<file path="config.mk">
export PLATFORM = sky130hd
export DESIGN_NAME = bpsk_symbol_demod
export DESIGN_NICKNAME = d
export VERILOG_FILES = /design/src/rtl/bpsk_symbol_demod.sv
export SDC_FILE = /design/constraint.sdc
export NUM_CORES = 1
export LEC_CHECK = 0
export CAP_MARGIN = 20
export CORE_MARGIN = 5
export CORE_UTILIZATION = 55
export CTS_BUF_LIST = sky130_fd_sc_hd__clkbuf_8
export CTS_CLUSTER_DIAMETER = 100
export DETAILED_ROUTE_END_ITERATION = 10
export GPL_TIMING_DRIVEN = 1
export PLACE_DENSITY = 0.79
export SYNTH_ARGS = -nofsm -noshare
export SYNTH_HDL_FRONTEND = slang
export SYNTH_SLANG_ARGS = --single-unit
</file>
<file path="constraint.sdc">
create_clock -name clk -period 2.4 [get_ports clk]
set_clock_uncertainty 0.2 [all_clocks]
set_input_delay 0.72 -clock clk [delete_from_list [all_inputs] [get_ports clk]]
set_output_delay 0.72 -clock clk [all_outputs]
set_load 0.05 [all_outputs]
</file>
<file path="src/rtl/bpsk_symbol_demod.sv">
// BPSK symbol demodulator: after preamble lock, correlates each carrier-period window of
// sign samples against the reference pattern, decides bits by majority, and frames them into words.
module bpsk_symbol_demod #(
  parameter int WAVELENGTH  = 8,
  parameter int DATA_WIDTH  = 8,
  parameter int FRAME_WORDS = 4
) (
  input  logic                  clk,
  input  logic                  reset,
  input  logic                  signal,
  input  logic                  sync_done,
  output logic [DATA_WIDTH-1:0] data_out,
  output logic                  data_valid,
  input  logic                  data_ready,
  output logic                  frame_end,
  output logic                  overrun,
  output logic                  busy
);

  localparam int PW = (WAVELENGTH > 1) ? $clog2(WAVELENGTH) : 1;
  localparam int AW = $clog2(WAVELENGTH + 1);
  localparam int BW = (DATA_WIDTH > 1) ? $clog2(DATA_WIDTH) : 1;
  localparam int FW = (FRAME_WORDS > 1) ? $clog2(FRAME_WORDS) : 1;

  localparam logic [0:0] HUNT    = 1'b0;
  localparam logic [0:0] RECEIVE = 1'b1;

  localparam logic [PW-1:0] LAST_PHASE = PW'(WAVELENGTH - 1);
  localparam logic [PW-1:0] HALF_PHASE = PW'(WAVELENGTH / 2);
  localparam logic [AW:0]   WAVE_LEN   = (AW + 1)'(WAVELENGTH);
  localparam logic [BW-1:0] LAST_BIT   = BW'(DATA_WIDTH - 1);
  localparam logic [FW-1:0] LAST_WORD  = FW'(FRAME_WORDS - 1);

  logic [0:0]            state;
  logic [PW-1:0]         phase;
  logic [AW-1:0]         agree;
  logic [BW-1:0]         bit_cnt;
  logic [FW-1:0]         word_cnt;
  logic [DATA_WIDTH-2:0] shreg;

  logic                  ref_sign;
  logic [AW-1:0]         agree_next;
  logic                  sym_bit;
  logic [DATA_WIDTH-1:0] word;
  logic                  word_end;
  logic                  load;

  // Agreement includes the current sample, so the decision covers the full window.
  always_comb begin
    ref_sign   = (phase < HALF_PHASE);
    agree_next = agree + AW'(signal == ref_sign);
    sym_bit    = ({agree_next, 1'b0} > WAVE_LEN);
    word       = {shreg, sym_bit};
    word_end   = (state == RECEIVE) && (phase == LAST_PHASE) && (bit_cnt == LAST_BIT);
    load       = word_end && (!data_valid || data_ready);
  end

  assign busy = (state == RECEIVE);

  always_ff @(posedge clk or posedge reset) begin
    if (reset) begin
      state      <= HUNT;
      phase      <= '0;
      agree      <= '0;
      bit_cnt    <= '0;
      word_cnt   <= '0;
      shreg      <= '0;
      data_out   <= '0;
      data_valid <= 1'b0;
      frame_end  <= 1'b0;
      overrun    <= 1'b0;
    end else begin
      frame_end <= 1'b0;
      if (load) begin
        data_out   <= word;
        data_valid <= 1'b1;
      end else if (data_valid && data_ready) begin
        data_valid <= 1'b0;
      end
      if (word_end && !load) begin
        overrun <= 1'b1;
      end

      case (state)
        HUNT: begin
          if (sync_done) begin
            state    <= RECEIVE;
            phase    <= '0;
            agree    <= '0;
            bit_cnt  <= '0;
            word_cnt <= '0;
          end
        end
        RECEIVE: begin
          if (phase == LAST_PHASE) begin
            phase <= '0;
            agree <= '0;
            shreg <= word[DATA_WIDTH-2:0];
            if (bit_cnt == LAST_BIT) begin
              bit_cnt  <= '0;
              word_cnt <= word_cnt + FW'(1);
              // frame_end only marks a frame whose final word actually reached data_out.
              if (word_cnt == LAST_WORD) begin
                state     <= HUNT;
                word_cnt  <= '0;
                frame_end <= load;
              end
            end else begin
              bit_cnt <= bit_cnt + BW'(1);
            end
          end else begin
            phase <= phase + PW'(1);
            agree <= agree_next;
          end
        end
        default: state <= HUNT;
      endcase
    end
  end

endmodule

</file>
### After elaboration in Yosys (flattened, before gate mapping)

Index checks and enable logic that the tools add are counted.

| operators by class | value |
|---|---|
| add/subtract/negate cells | 4 |
| $lt $le $gt $ge | 2 |
| equality and inequality tests | 7 |
| mux-type cells | 25 |
| bitwise operators | 1 |
| reductions and logical operators | 12 |

Operators by type and width:

| kind | number |
|---|---|
| $mux W3 | 4 |
| $pmux W3 S2 | 2 |
| $mux W1 | 10 |
| $mux W2 | 4 |
| $mux W4 | 2 |
| $pmux W4 S2 | 1 |
| $add A3 B1 Y3 const B | 2 |
| $eq A3 B3 Y1 const B | 2 |
| $gt A5 B4 Y1 const B | 1 |
| $logic_and A1 B1 Y1 | 5 |
| $add A4 B1 Y4 | 1 |
| $ne A2 B1 Y1 const B | 2 |
| $pmux W2 S2 | 1 |
| $reduce_and A2 Y1 | 2 |
| $lt A3 B3 Y1 const B | 1 |
| $reduce_and A3 Y1 | 1 |
| $add A2 B1 Y2 const B | 1 |
| $eq A2 B2 Y1 const B | 1 |
| $logic_not A1 Y1 | 2 |
| $ne A2 B2 Y1 const B | 1 |
| $pmux W1 S2 | 1 |
| $reduce_bool A2 Y1 | 1 |
| $eq A1 B1 Y1 | 1 |
| $logic_or A1 B1 Y1 | 1 |
| $not A1 Y1 | 1 |

| storage, ports and cells | value |
|---|---|
| register bits after elaboration | 31 |
| output and inout bits | 12 |
| word-level logic and storage cells | 61 |

### Longest topological paths before layout

Gate-level depths: netlist of the first run.

| depth | value |
|---|---|
| depth in word-level cells | 8 |
| gate-level depth with buffers | 6 |

### Worst setup path before layout of the first run

Ideal clock, no wire load.

| timing path | value |
|---|---|
| path kind | input port to flip-flop |
| start point | input signal |
| end point | register shreg[0] |
| setup time | 0.142 ns |
| data arrival time | 1.605 ns |
| data required time | 2.058 ns |
| setup slack | 0.453 ns |
| stages on the path | 6 |
| path buffers | 0 |
| path through | xor2_1 > ha_1 > ha_1 > xor2_1 > o21ai_1 > a41oi_1 |

| on the way | value |
|---|---|
| longest elaborated chain between the ends | 3 |

Ends and longest elaborated chain:

| what | RTL line | RTL |
|---|---|---|
| from (decl) | 10 | `input logic signal,` |
| $eq A1 B1 Y1 | 51 | `agree_next = agree + AW'(signal == ref_sign);` |
| $add A4 B1 Y4 | 51 |  |
| $gt A5 B4 Y1 | 52 | `sym_bit = ({agree_next, 1'b0} > WAVE_LEN);` |
| to (signal assigned) | 98 | `shreg <= word[DATA_WIDTH-2:0];` |
| to (decl) | 39 | `logic [DATA_WIDTH-2:0] shreg;` |

Every way passes these cells.
A chain may end at the register's enable or synchronous reset.

### Final worst setup path of the first run

| timing path | value |
|---|---|
| start point | register data_out[7] |
| end point | output data_out[7] |

RTL lines:

| what | RTL line | RTL |
|---|---|---|
| from (decl) | 12 | `output logic [DATA_WIDTH-1:0] data_out,` |
| from (signal assigned) | 75 | `data_out <= word;` |

No word-level cell between the ends.

==> parameters.txt, run 1 <==
Parameter                              Value

Run status
  Run status    completed

Clocking
  Clock slew at the register clock pins of the worst setup and hold paths    roughly 0.060 ns
  PostCTS Resize Cnt    0
  Number of sinks on the clock net    31
  Root buffer cell    clkbuf_8
  Post-CTS Hold Buffers    0
  Number of buffers created by CTS    5
  Post-CTS repair timing setup buffer count    0
  Clock tree from TritonCTS    yes
  Clk_lat worst skew    0.28 ns
  Maximum root-to-sink buffer count    2
  Number of H-tree levels    2

Timing
  Slew at the pin with the worst max-slew slack    ~0.5 ns
  Number of max-slew violations in the final report    0
  Fin crit period    2.36 ns
  PnR worst setup slack    approximately 0.044 ns
  Total Negative Setup Slacks    0 ns
  Highest achievable clock rate    424 MHz
  Final number of hold-violating endpoints    0
  Final setup vio count    0
  Worst max-slew margin expressed relative to the limit    0.671
  Setup repair after global routing missed its margin    false
  Fin crit share    0.982

Setup path
  Data arrival time of the critical path    1.44 ns
  Startpoint class of the critical path    flop
  Reg-to-reg critical path startpoint    phase[0]$_DFFE_PP0P_
  Depth of the most critical reg-to-reg path    5
  Kind of capture point of the worst setup path    output pin
  Largest fanout on the critical path    2
  Cell Chain, Critical Path    clkdlybuf4s50_1
  Largest delay contributor family on the critical path    buffers and inverters
  Crit path buf inv count    1
  Data required time of the worst path    1.48 ns
  Crit path max-delay cell type    clkdlybuf4s50_1
  Classification of the worst setup path    flop to output pin
  Delay of the slowest cell on the worst path    around 0.80 ns
  Register-to-register setup slack    ~0.42 ns
  Reg-to-reg endpoint    data_out[3]$_DFFE_PP0P_

Placed design
  Placed cell areas    ~1600 µm²
  Placer Congestion    approximately 0.78
  Number of placed instances with taps included    ~150
  Worst slack at placement    -0.0729 ns
  Post-DP HPWL    about 1600 µm
  Count of port buffers added during placement    16

Power and ir drop
  Pwr Total    2.00 mW
  Power Density    1190 nW/µm²
  Leakage power of the design    between 0.8 and 0.9 nW
  IR drop worst, VDD    0.778 mV

Global routing
  Initial antenna violation count    0
  GR Overflow Total    0
  Global-route wire length before repair    approximately 4200 µm
  Routing usage on met1    0.212
  Vias in the first global route    897
  GRT Resource Usage Total    0.160
  GR Layer Usage met3    0.0723
  Top Usage Layer GRT    met2
  Met2 usage in global routing    0.230
  Maximum number of pins on one net before global-route repair    32

Logic synthesis
  Post-synth top area cell    dfrtp_1
  Post-synth top area share    0.556
  Prevailing post-synth register cell    dfrtp_1
  Number of warning messages in the yosys log    0
  Area of the mapped netlist    around 1400 µm²
  Synthesized Nets    120
  Proportion of synthesized flip-flops having asynchronous set or reset    1.00
  Mux cell area share after synthesis    0.129
  EDFF count, synth    0
  Area share of xor/xnor cells in the synthesized design    0.0188
  Area fraction in compound gates after synthesis    0.103
  Synth Area in Simple Gates    0.0969
  Mean area per synthesized cell    around 13 µm²
  Dominant combinational cell family by area after synthesis    multiplexers
  Number of instances in the synthesized netlist    108
  Most area-consuming cells after synthesis    dfrtp_1 (56%), mux2_1 (12%), ha_1 (6.3%)
  Post-synthesis sequential element count    31
  Register area share after synthesis    0.556
  Synth cell types    30
  Synthesized-area fraction occupied by adder cells    0.0628

Die
  Initial Util    0.568
  Horizontal extent of the die    around 60 µm
  Std-Cell Core Area    roughly 2500 µm²
  Height of the chip    60.4 µm
  Site row count    18
  Die footprint    between 3000 and 4000 µm²
  Number of I/O pins    17

Cells and area
  Diodes inserted    0
  Final net count    143
  Fill cells    around 180
  Fraction of final layout cells with drive strength greater than 1    0.205
  Non-filler instance count after layout    between 150 and 200
  Area growth from synthesis to layout    20.6%
  Area of all placed cells without fillers    between 1500 and 2000 µm²

Detailed routing
  Via count normalized by instance count    approximately 5.4
  Starting DRC count in detailed routing    25
  Antenna-violating nets left    0
  Detailed-routing iteration count for the pre-antenna-repair pass    4
  Routed length per instance    14.6 µm
  Number of vias in the routed layout    878
  Final wirelength    ~2400 µm
  Post-route DRC violation count    0

Min path
  Worst min-delay path class    flop to flop
  Worst Hold Depth    1
  Worst hold endpoint    overrun$_DFFE_PP0P_
  HP Start    overrun$_DFFE_PP0P_

Job
  Number of maximum-capacitance constraint violations    0
## per-stage QoR
step,util,hold WS [ns]
detailed placement,0.645,0.249
CTS,0.686,0.263
finish,0.686,0.265
global route,0.686,0.306
global placement,0.645,0.242
floorplan,-,0.252
## state kept, by name (all words and copies together) (netlist names)
name,count
shreg,7
data_valid,1
overrun,1
agree,4
word_cnt,2
data_out,8
phase,3
bit_cnt,3
frame_end,1
busy,1
## worst max path at each step
stage	startpoint	endpoint	slack, ns	depth (start not counted)
3_5_place_dp	signal	shreg[0]$_DFFE_PP0N_	-0.07	6
3_3_place_gp	signal	shreg[0]$_DFFE_PP0N_	-0.03	6
5_1_grt	data_out[7]$_DFFE_PP0P_	data_out[7]	0.02	1
6_report	data_out[7]$_DFFE_PP0P_	data_out[7]	0.04	1
4_1_cts	data_out[7]$_DFFE_PP0P_	data_out[7]	0.03	1
2_1_floorplan	signal	shreg[0]$_DFFE_PP0N_	0.45	6
## where the power goes
group	switching, mW	total (mW)	leakage [nW]	internal [mW]
clock network	0.182	0.438	0.0557	0.257
registers	0.129	0.850	0.391	0.721
logic	0.398	0.711	0.393	0.313
## logic make-up after synthesis
family | count (synthesis)
DFF | 31
AOI/OAI and AO/OA | 21
and+or+nand+nor | 20
muxes | 16
buffers and inverters | 10
adders and majority gates | 7
xor gates and xnor gates | 3
## final cells by class
type	count	area, µm²	area share
flip-flops and latches	31	776	0.461
multi-input cells	67	573	0.341
repair buffers	19	170	0.101
clock buffers	7	96.3	0.0572
well taps	30	37.5	0.0223
inverters	7	26.3	0.0156
clock inverters	1	3.75	0.00223
## cells in the mapped netlist, drive strengths merged, types with 2 or more instances
master,n
nor2,3
buf,3
a22o,3
inv,7
nand2,7
o21ai,5
ha,7
and3,2
mux2,16
nand3,2
xor2,2
nand2b,4
o32ai,4
a21oi,4
dfrtp,31
## layer usage
layer / part of all wire / vias to the layer above
met4: 0.020 / 0
li1: - / 431
met3: 0.063 / 6
met1: 0.47 / 423
met5: 0 / -
met2: 0.44 / 18
## cells in the final DEF (no fill, tap or decap), types with 2 or more instances in the layout
| cell | instances |
|---|---|
| mux2_1 | 15 |
| and3_1 | 2 |
| xor2_1 | 2 |
| o32ai_1 | 4 |
| a21oi_1 | 4 |
| inv_1 | 7 |
| nand2_2 | 2 |
| a22o_1 | 3 |
| ha_1 | 7 |
| buf_4 | 12 |
| nand2_1 | 5 |
| clkdlybuf4s50_1 | 6 |
| o21ai_1 | 5 |
| dfrtp_1 | 31 |
| clkbuf_8 | 7 |
| nor2_1 | 2 |
| nand2b_1 | 3 |
Note: power is estimated with default switching activity, not from simulation.
==> run 2, diff against run 1 <==
--- a/config.mk
+++ b/config.mk
@@ -13,6 +13,7 @@
 export DETAILED_ROUTE_END_ITERATION = 10
 export GPL_TIMING_DRIVEN = 1
 export PLACE_DENSITY = 0.79
+export SLEW_MARGIN = 20
 export SYNTH_ARGS = -nofsm -noshare
 export SYNTH_HDL_FRONTEND = slang
 export SYNTH_SLANG_ARGS = --single-unit
==> results of run 2 <==
No change in the layout: final DEF, timing and power equal those of run 1.
